### config.mk
export PLATFORM = sky130hd
export DESIGN_NAME = seq_divider
export DESIGN_NICKNAME = d
export VERILOG_FILES = /design/src/rtl/alu_pkg.sv /design/src/rtl/add_sub.sv /design/src/rtl/seq_divider.sv
export SDC_FILE = /design/constraint.sdc
export NUM_CORES = 1
export LEC_CHECK = 0
export CAP_MARGIN = 20
export CORE_UTILIZATION = 30
export DETAILED_ROUTE_END_ITERATION = 12
export PLACE_DENSITY = 0.53
export SLEW_MARGIN = 20
export SYNTH_ARGS = -nofsm -noshare
export SYNTH_HDL_FRONTEND = slang
export SYNTH_SLANG_ARGS = --single-unit
### constraint.sdc
create_clock -name clk -period 3.2 [get_ports clk]
set_input_delay 0.32 -clock clk [delete_from_list [all_inputs] [get_ports clk]]
set_output_delay 0.32 -clock clk [all_outputs]
set_load 0.05 [all_outputs]
### src/rtl/alu_pkg.sv
// rtl/alu_pkg.sv - shared ALU types and constants for the divider
// Holds the divider FSM state encoding and default operand width.
package alu_pkg;

  typedef enum logic [1:0] {
    IDLE,
    CALC,
    FIX,
    DONE
  } div_state_t;

  localparam int DIV_DEFAULT_WIDTH = 8;

endpackage

### src/rtl/add_sub.sv
// rtl/add_sub.sv - combinational adder/subtractor
// y = a - b when sub is 1, otherwise a + b; wraps modulo 2**WIDTH.
module add_sub #(
  parameter int WIDTH = 9
) (
  input  logic [WIDTH-1:0] a,
  input  logic [WIDTH-1:0] b,
  input  logic             sub,
  output logic [WIDTH-1:0] y
);

  assign y = sub ? (a - b) : (a + b);

endmodule

### src/rtl/seq_divider.sv
// rtl/seq_divider.sv - self-sequencing radix-2 non-restoring divider
// Optional two's-complement operands when DIV_SIGNED_EN is defined.
module seq_divider
  import alu_pkg::*;
#(
  parameter int WIDTH = DIV_DEFAULT_WIDTH
) (
  input  logic             clk,
  input  logic             reset,
  input  logic             start,
  input  logic             signed_mode,
  input  logic [WIDTH-1:0] dividend,
  input  logic [WIDTH-1:0] divisor,
  output logic [WIDTH-1:0] quotient,
  output logic [WIDTH-1:0] remainder,
  output logic             busy,
  output logic             done,
  output logic             div_by_zero
);

  localparam int CW = $clog2(WIDTH + 1);

  div_state_t       state;
  logic [WIDTH:0]   p;
  logic [WIDTH:0]   d;
  logic [WIDTH-1:0] q;
  logic [CW-1:0]    cnt;
  logic             zero;

  logic [WIDTH-1:0] abs_dividend;
  logic [WIDTH-1:0] abs_divisor;
  logic [WIDTH-1:0] rem_mag;
  logic [WIDTH-1:0] q_out;
  logic [WIDTH-1:0] r_out;

  logic [WIDTH:0]   p_sh;
  logic [WIDTH:0]   add_a;
  logic [WIDTH:0]   add_y;
  logic             add_op;

`ifdef DIV_SIGNED_EN
  logic dvd_neg;
  logic dvs_neg;
  logic neg_q;
  logic neg_r;

  assign dvd_neg      = signed_mode & dividend[WIDTH-1];
  assign dvs_neg      = signed_mode & divisor[WIDTH-1];
  assign abs_dividend = dvd_neg ? -dividend : dividend;
  assign abs_divisor  = dvs_neg ? -divisor : divisor;
  assign q_out        = neg_q ? -q : q;
  assign r_out        = neg_r ? -rem_mag : rem_mag;
`else
  logic signed_mode_unused;

  assign signed_mode_unused = signed_mode;
  assign abs_dividend       = dividend;
  assign abs_divisor        = divisor;
  assign q_out              = q;
  assign r_out              = rem_mag;
`endif

  // One adder serves both the CALC iteration and the FIX restore step.
  assign p_sh = {p[WIDTH-1:0], q[WIDTH-1]};

  always_comb begin
    add_a  = p_sh;
    add_op = ~p[WIDTH];
    if (state == FIX) begin
      add_a  = p;
      add_op = 1'b0;
    end
  end

  add_sub #(WIDTH + 1) u_add_sub (
    .a   (add_a),
    .b   (d),
    .sub (add_op),
    .y   (add_y)
  );

  assign rem_mag = p[WIDTH] ? add_y[WIDTH-1:0] : p[WIDTH-1:0];

  always_ff @(posedge clk) begin
    if (reset) begin
      state       <= IDLE;
      p           <= '0;
      d           <= '0;
      q           <= '0;
      cnt         <= '0;
      zero        <= 1'b0;
      quotient    <= '0;
      remainder   <= '0;
      busy        <= 1'b0;
      done        <= 1'b0;
      div_by_zero <= 1'b0;
`ifdef DIV_SIGNED_EN
      neg_q       <= 1'b0;
      neg_r       <= 1'b0;
`endif
    end else begin
      done <= 1'b0;
      case (state)
        IDLE, DONE: begin
          if (start) begin
            div_by_zero <= 1'b0;
            d           <= {1'b0, abs_divisor};
            p           <= '0;
            // A zero divisor skips CALC; FIX publishes the raw dividend held in q.
            if (divisor == '0) begin
              q     <= dividend;
              zero  <= 1'b1;
              state <= FIX;
            end else begin
              q     <= abs_dividend;
              zero  <= 1'b0;
              cnt   <= CW'(WIDTH);
              busy  <= 1'b1;
              state <= CALC;
            end
`ifdef DIV_SIGNED_EN
            neg_q <= dvd_neg ^ dvs_neg;
            neg_r <= dvd_neg;
`endif
          end else begin
            state <= IDLE;
          end
        end
        CALC: begin
          p   <= add_y;
          q   <= {q[WIDTH-2:0], ~add_y[WIDTH]};
          cnt <= cnt - 1'b1;
          if (cnt == CW'(1)) begin
            state <= FIX;
          end
        end
        FIX: begin
          if (zero) begin
            quotient    <= '1;
            remainder   <= q;
            div_by_zero <= 1'b1;
          end else begin
            quotient  <= q_out;
            remainder <= r_out;
          end
          busy  <= 1'b0;
          done  <= 1'b1;
          state <= DONE;
        end
        default: state <= IDLE;
      endcase
    end
  end

endmodule
## Word level (Yosys, flattened, before mapping)

Index checks and enable logic that the tools add are counted.

| word-level totals | value |
|---|---|
| output and inout port bits | 19 |
| register bits after elaboration | 51 |
| input port bits | 20 |
| word-level logic and storage cells | 59 |

| cells by class | value |
|---|---|
| equal/unequal tests | 8 |
| reduce and logical (&&, ||, !) cells | 10 |
| $add $sub $neg | 3 |
| bitwise gates (word level) | 2 |
| multiplexer cells | 25 |

Operators by type and width:

| operator | count |
|---|---|
| $mux W8 | 4 |
| $mux W9 | 3 |
| $pmux W9 S2 | 1 |
| $pmux W8 S2 | 1 |
| $add A9 B8 Y9 | 1 |
| $reduce_and A3 Y1 | 3 |
| $sub A9 B8 Y9 | 1 |
| $logic_not A8 Y1 | 1 |
| $mux W4 | 2 |
| $ne A2 B2 Y1 const B | 4 |
| $pmux W4 S2 | 1 |
| $mux W1 | 7 |
| $mux W2 | 3 |
| $pmux W2 S3 | 1 |
| $eq A2 B2 Y1 const B | 2 |
| $eq A4 B1 Y1 const B | 1 |
| $pmux W1 S2 | 2 |
| $reduce_and A2 Y1 | 2 |
| $reduce_bool A2 Y1 | 2 |
| $sub A4 B1 Y4 const B | 1 |
| $eq A2 B1 Y1 const B | 1 |
| $logic_not A2 Y1 | 1 |
| $not A1 Y1 | 2 |
| $reduce_or A2 Y1 | 1 |

## Longest topological paths before layout

| depth | value |
|---|---|
| depth after elaboration | 6 |
| mapped depth | 14 |
| depth with buffers taken out | 13 |

## Modules after synthesis

From an unflattened synthesis, not the netlist that was laid out.

| second synthesis, totals | value |
|---|---|
| cell total of the unflattened synthesis | 337 |
| area, all modules | 2,934.1 um^2 |

By module, submodules not included:

| module | cells each | seq. area each (um^2) | instances | area an instance (um^2) |
|---|---|---|---|---|
| seq_divider | 268 | 1,021.0 | 1 | 2,411.1 |
| add_sub | 69 | 0.0 | 1 | 523.0 |

## Worst setup path after synthesis

No wires, ideal clock.

| timing path | value |
|---|---|
| path type | flip-flop to flip-flop |
| from | register state[0] |
| to | register remainder[7] |
| arrival time | 2,612 ps |
| buffers on the path | 2 |
| required time | 3,069 ps |
| path slack | 458 ps |
| period minus slack after synthesis | 2,742 ps |
| stages on the path, launching flop included | 14 |
| setup time | 131 ps |
| cell sequence | dfxtp_1 -> inv_1 -> ha_1 -> buf_2 -> buf_1 -> mux2i_1 -> inv_1 -> ha_1 -> a21o_1 -> a21oi_1 -> o21ai_0 -> a21oi_1 -> xor2_1 -> a31oi_1 |

| between the ends | value |
|---|---|
| longest elaborated chain between the ends | 6 |
| elaborated cells between the ends (all ways) | 8 |
| classes of those cells | add/sub (2); eq/ne (1); mux (5) |

Ends and longest elaborated chain:

| element | RTL line | text |
|---|---|---|
| start, declared | seq_divider.sv:23 | `div_state_t state;` |
| start signal, assigned | seq_divider.sv:86 | `state <= IDLE;` |
| start signal, assigned | seq_divider.sv:113 | `state <= FIX;` |
| start signal, assigned | seq_divider.sv:119 | `state <= CALC;` |
| $eq A2 B2 Y1 * | seq_divider.sv:69, seq_divider.sv:103 |  |
| $mux W9 | seq_divider.sv:69 | `if (state == FIX) begin` |
| $add A9 B8 Y9 / $sub A9 B8 Y9 (equally long branches) | add_sub.sv:12 | `assign y = sub ? (a - b) : (a + b);` |
| $mux W9 | add_sub.sv:12 |  |
| $mux W8 | seq_divider.sv:82 | `assign rem_mag = p[WIDTH] ? add_y[WIDTH-1:0] : p[WIDTH-1:0];` |
| $mux W8 | seq_divider.sv:138 | `if (zero) begin` |
| end signal, assigned | seq_divider.sv:140 | `remainder <= q;` |
| end signal, assigned | seq_divider.sv:144 | `remainder <= r_out;` |
| end, declared | seq_divider.sv:15 | `output logic [WIDTH-1:0] remainder,` |

Every way passes the cells marked *; elsewhere a longest branch is shown, timed or not.
A chain may end at the register's enable or synchronous reset.

## Worst setup path after layout

Ends and elaborated chain as after synthesis.

==> impl_metrics.csv <==
group,metric,value,unit
placed_design,placement.cell_area,3250,sq um
detailed_routing,route.vias.total,2397,
power_and_ir_drop,peakVddDrop,0.255,mV
setup_path,critical_path.max_fanout,38,
detailed_routing,avgViaCountPerCell,5.03,
global_routing,grt_start_max_net_pins,52,
clocking,clock_tree.root_cell,"sky130_fd_sc_hd__clkbuf_8",
die,initial_core_util,0.316,
status,status,"finished with violations",
clocking,cts_buffers,5,
finish,layout.cells.most_common_list,"60 x sky130_fd_sc_hd__nor2_1, 51 x sky130_fd_sc_hd__dfxtp_1, 36 x sky130_fd_sc_hd__clkdlybuf4s50_1",
die,core_area,8850,sq um
sta,final.setup_skew,13.3,ps
sta,fmax,351,MHz
power_and_ir_drop,finalPower,3.43,mW
setup_path,count_of_cells_along_the_worst_register_to_register_path,12,
logic_synthesis,synth.avg_cell_area,8.29,sq um
die,die-width,98.5,um
detailed_routing,routed_wl,6490,um
clocking,tritoncts,"yes",
power_and_ir_drop,total_leakage_power,1.21,nW
logic_synthesis,synth_edf_count,0,
placed_design,dp_cells,469,
finish,layout_commonest_cell,"sky130_fd_sc_hd__nor2_1",
finish,final_cells,477,
sta,setup_violating_endpoint_count_in_the_final_report,0,
die,num_io_pins,39,
setup_path,critPathCaptureType,"register",
die,design.die.area,9700,sq um
clocking,cts_buffer_depth,2,
finish,antennaDiodeCount,0,
setup_path,critPathSlowestCell,"sky130_fd_sc_hd__dfxtp_1",
logic_synthesis,mappedNetlistNets,371,
logic_synthesis,ys_seq_elements,51,
global_routing,grt_pass1_vias,2234,
placed_design,hpwl,4670,um
clocking,post_cts_resized,0,
setup_path,start_point_of_the_critical_path,"state[0]$_SDFFE_PP0P_",
sta,timing.final.max_slew_violations,0,
logic_synthesis,synth-main-ff-cell,"sky130_fd_sc_hd__dfxtp_1",
detailed_routing,antenna_left,0,
logic_synthesis,syn_area,2790,sq um
finish,regArea,1020,sq um
finish,area_growth_syn_to_layout,19.5,%
detailed_routing,drcViolationCount,5,
setup_path,endpoint,"remainder[7]$_SDFFE_PP0P_",
logic_synthesis,ffs_w_async_s_r_synth,0,
logic_synthesis,postSynthCellCount,337,
logic_synthesis,synth-warning-count,0,
clocking,cts.sinks,51,
sta,setup_repair_after_global_routing_missed_its_margin,"no",
clocking,postCtsHoldBufs,0,
setup_path,r2r_end,"remainder[7]$_SDFFE_PP0P_",
setup_path,critPathMaxStageDelay,340,ps
setup_path,timing.critical_path.arrival,3040,ps
sta,relSlewSlack,0.429,
logic_synthesis,synth_sequential_area_ratio,0.365,
worst_hold_path,hold_path_class,"input pin to register",
flow_run,drv.max_cap_violation_count,0,
setup_path,critical_setup_path_kind,"register to register",
finish,final_net_count,402,
finish,post_route_cells_drive_above_1_share,0.0840,
global_routing,grt.overflow.total,0,
detailed_routing,drt_pre_antenna_iters,9,
clocking,cts.repair_timing.setup_buffer_count,0,
power_and_ir_drop,power_density,1030,nW/um^2
sta,totalNegativeSetupSlack,0,ps
sta,hold_viol_final,0,
placed_design,port_buffers,37,
die,die_h,98.5,um
finish,final_cell_area,3340,sq um
detailed_routing,detailedRoute.firstIterationViolations,71,
sta,final_min_period_over_clock_period,0.890,
clocking,htree_levels,2,
finish,multi_input_comb_area,1620,sq um
clocking,clk_transition_reported_paths,100,ps
placed_design,replace_congestion,0.793,
global_routing,grt.total_usage,0.137,
setup_path,reg2reg_slack,350,ps
setup_path,crit_required,3390,ps
global_routing,grt_first_pass_wirelength,10700,um
clocking,clkLatencyLatePin,310,ps
die,floorplan.rows,34,
detailed_routing,post_drt_wl_per_cell,13.6,um
setup_path,critPathLaunchType,"register",
sta,timing.final.crit_period,2850,ps
finish,layout.filler_cells,936,
setup_path,path_cells,"inv_1 -> ha_1 -> buf_12 -> mux2i_1 -> inv_1 -> ha_1 -> a21o_1 -> a21oi_1 -> o21ai_0 -> a21oi_1 -> xor2_1 -> a31oi_1",
setup_path,reg2reg_from,"state[0]$_SDFFE_PP0P_",
status,failed_checks,"design-rule violations",
global_routing,grt_antenna_before_repair,0,
sta,timing_worst_slew_pin_value,854,ps
logic_synthesis,synthDistinctLibCells,43,
where the power goes:
part	internal (mW)	switching, mW	total [mW]	leakage [nW]
combinational	0.829	1.22	2.05	0.745
sequential	0.825	0.173	0.999	0.417
clock	0.155	0.224	0.378	0.0483
total	1.81	1.62	3.43	1.21
registers in the layout (all words and copies together), names as in the netlist:
name	count
busy	1
cnt	4
d	8
div_by_zero	1
done	1
p	9
q	8
quotient	8
remainder	8
state	2
zero	1
synth_stat cells (all sizes together) (4+ instances only):
master	count	area share
clkbuf	10	0.017
buf	8	0.016
mux2	7	0.028
nand3b	5	0.013
nor2	63	0.089
a22oi	5	0.013
xor2	4	0.013
mux2i	18	0.064
ha	13	0.058
a21oi	31	0.056
nor3	4	0.0072
o21ai	14	0.029
nand2	30	0.040
dfxtp	51	0.37
a211oi	22	0.059
inv	15	0.020
xnor2	9	0.028
metrics by stage:
stage / setup slack, ps / hold slack (ps) / util
after floorplan: 458 / 456 / -
after global placement: 401 / 469 / 0.368
after detailed placement: 349 / 475 / 0.368
after CTS: 325 / 416 / 0.377
after global routing: 95.1 / 447 / 0.377
final: 350 / 442 / 0.377
metal layers:
metal  share of wire  global-route usage  up-vias
li1                -                   -     1242
met1            0.50               0.181     1098
met2            0.44               0.231       48
met3           0.041              0.0241        9
met4           0.013              0.0356        0
met5               0                   0        -
cell type report:
| type | count | share of cell area |
|---|---|---|
| Multi-Input combinational cell | 253 | 0.486 |
| Sequential cell | 51 | 0.306 |
| Clock inverter | 3 | 0.00562 |
| Inverter | 15 | 0.0169 |
| Tap cell | 108 | 0.0405 |
| Timing Repair Buffer | 42 | 0.124 |
| Clock buffer | 5 | 0.0206 |
how the worst min path moves through the flow:
stage / from / endpoint / depth (start not counted)
2_1_floorplan: divisor[4] / d[4]$_SDFFE_PP0P_ / 2
3_3_place_gp: remainder[3]$_SDFFE_PP0P_ / remainder[3]$_SDFFE_PP0P_ / 2
3_5_place_dp: remainder[3]$_SDFFE_PP0P_ / remainder[3]$_SDFFE_PP0P_ / 2
4_1_cts: reset / p[5]$_SDFFE_PP0P_ / 3
5_1_grt: reset / p[5]$_SDFFE_PP0P_ / 3
6_report: reset / p[5]$_SDFFE_PP0P_ / 3
logic make-up after synthesis:
kind of cell,count (synthesis),share of synthesized area
DFF,51,0.365
muxes,25,0.0927
AOI/OAI and AO/OA,86,0.197
xor gates and xnor gates,13,0.0408
adders and majority gates,14,0.0654
and+or+nand+nor,115,0.185
buffers and inverters,33,0.0533
critical path: cells and delay by family (launching register included):
kind | cells | cell delay [ps]
xor+xnor | 1 | 240
flops | 1 | 340
compound gates | 5 | 930
fa+ha+maj | 2 | 520
mux | 1 | 320
buf+inv | 3 | 370
Power figures use the tool's default switching activity.
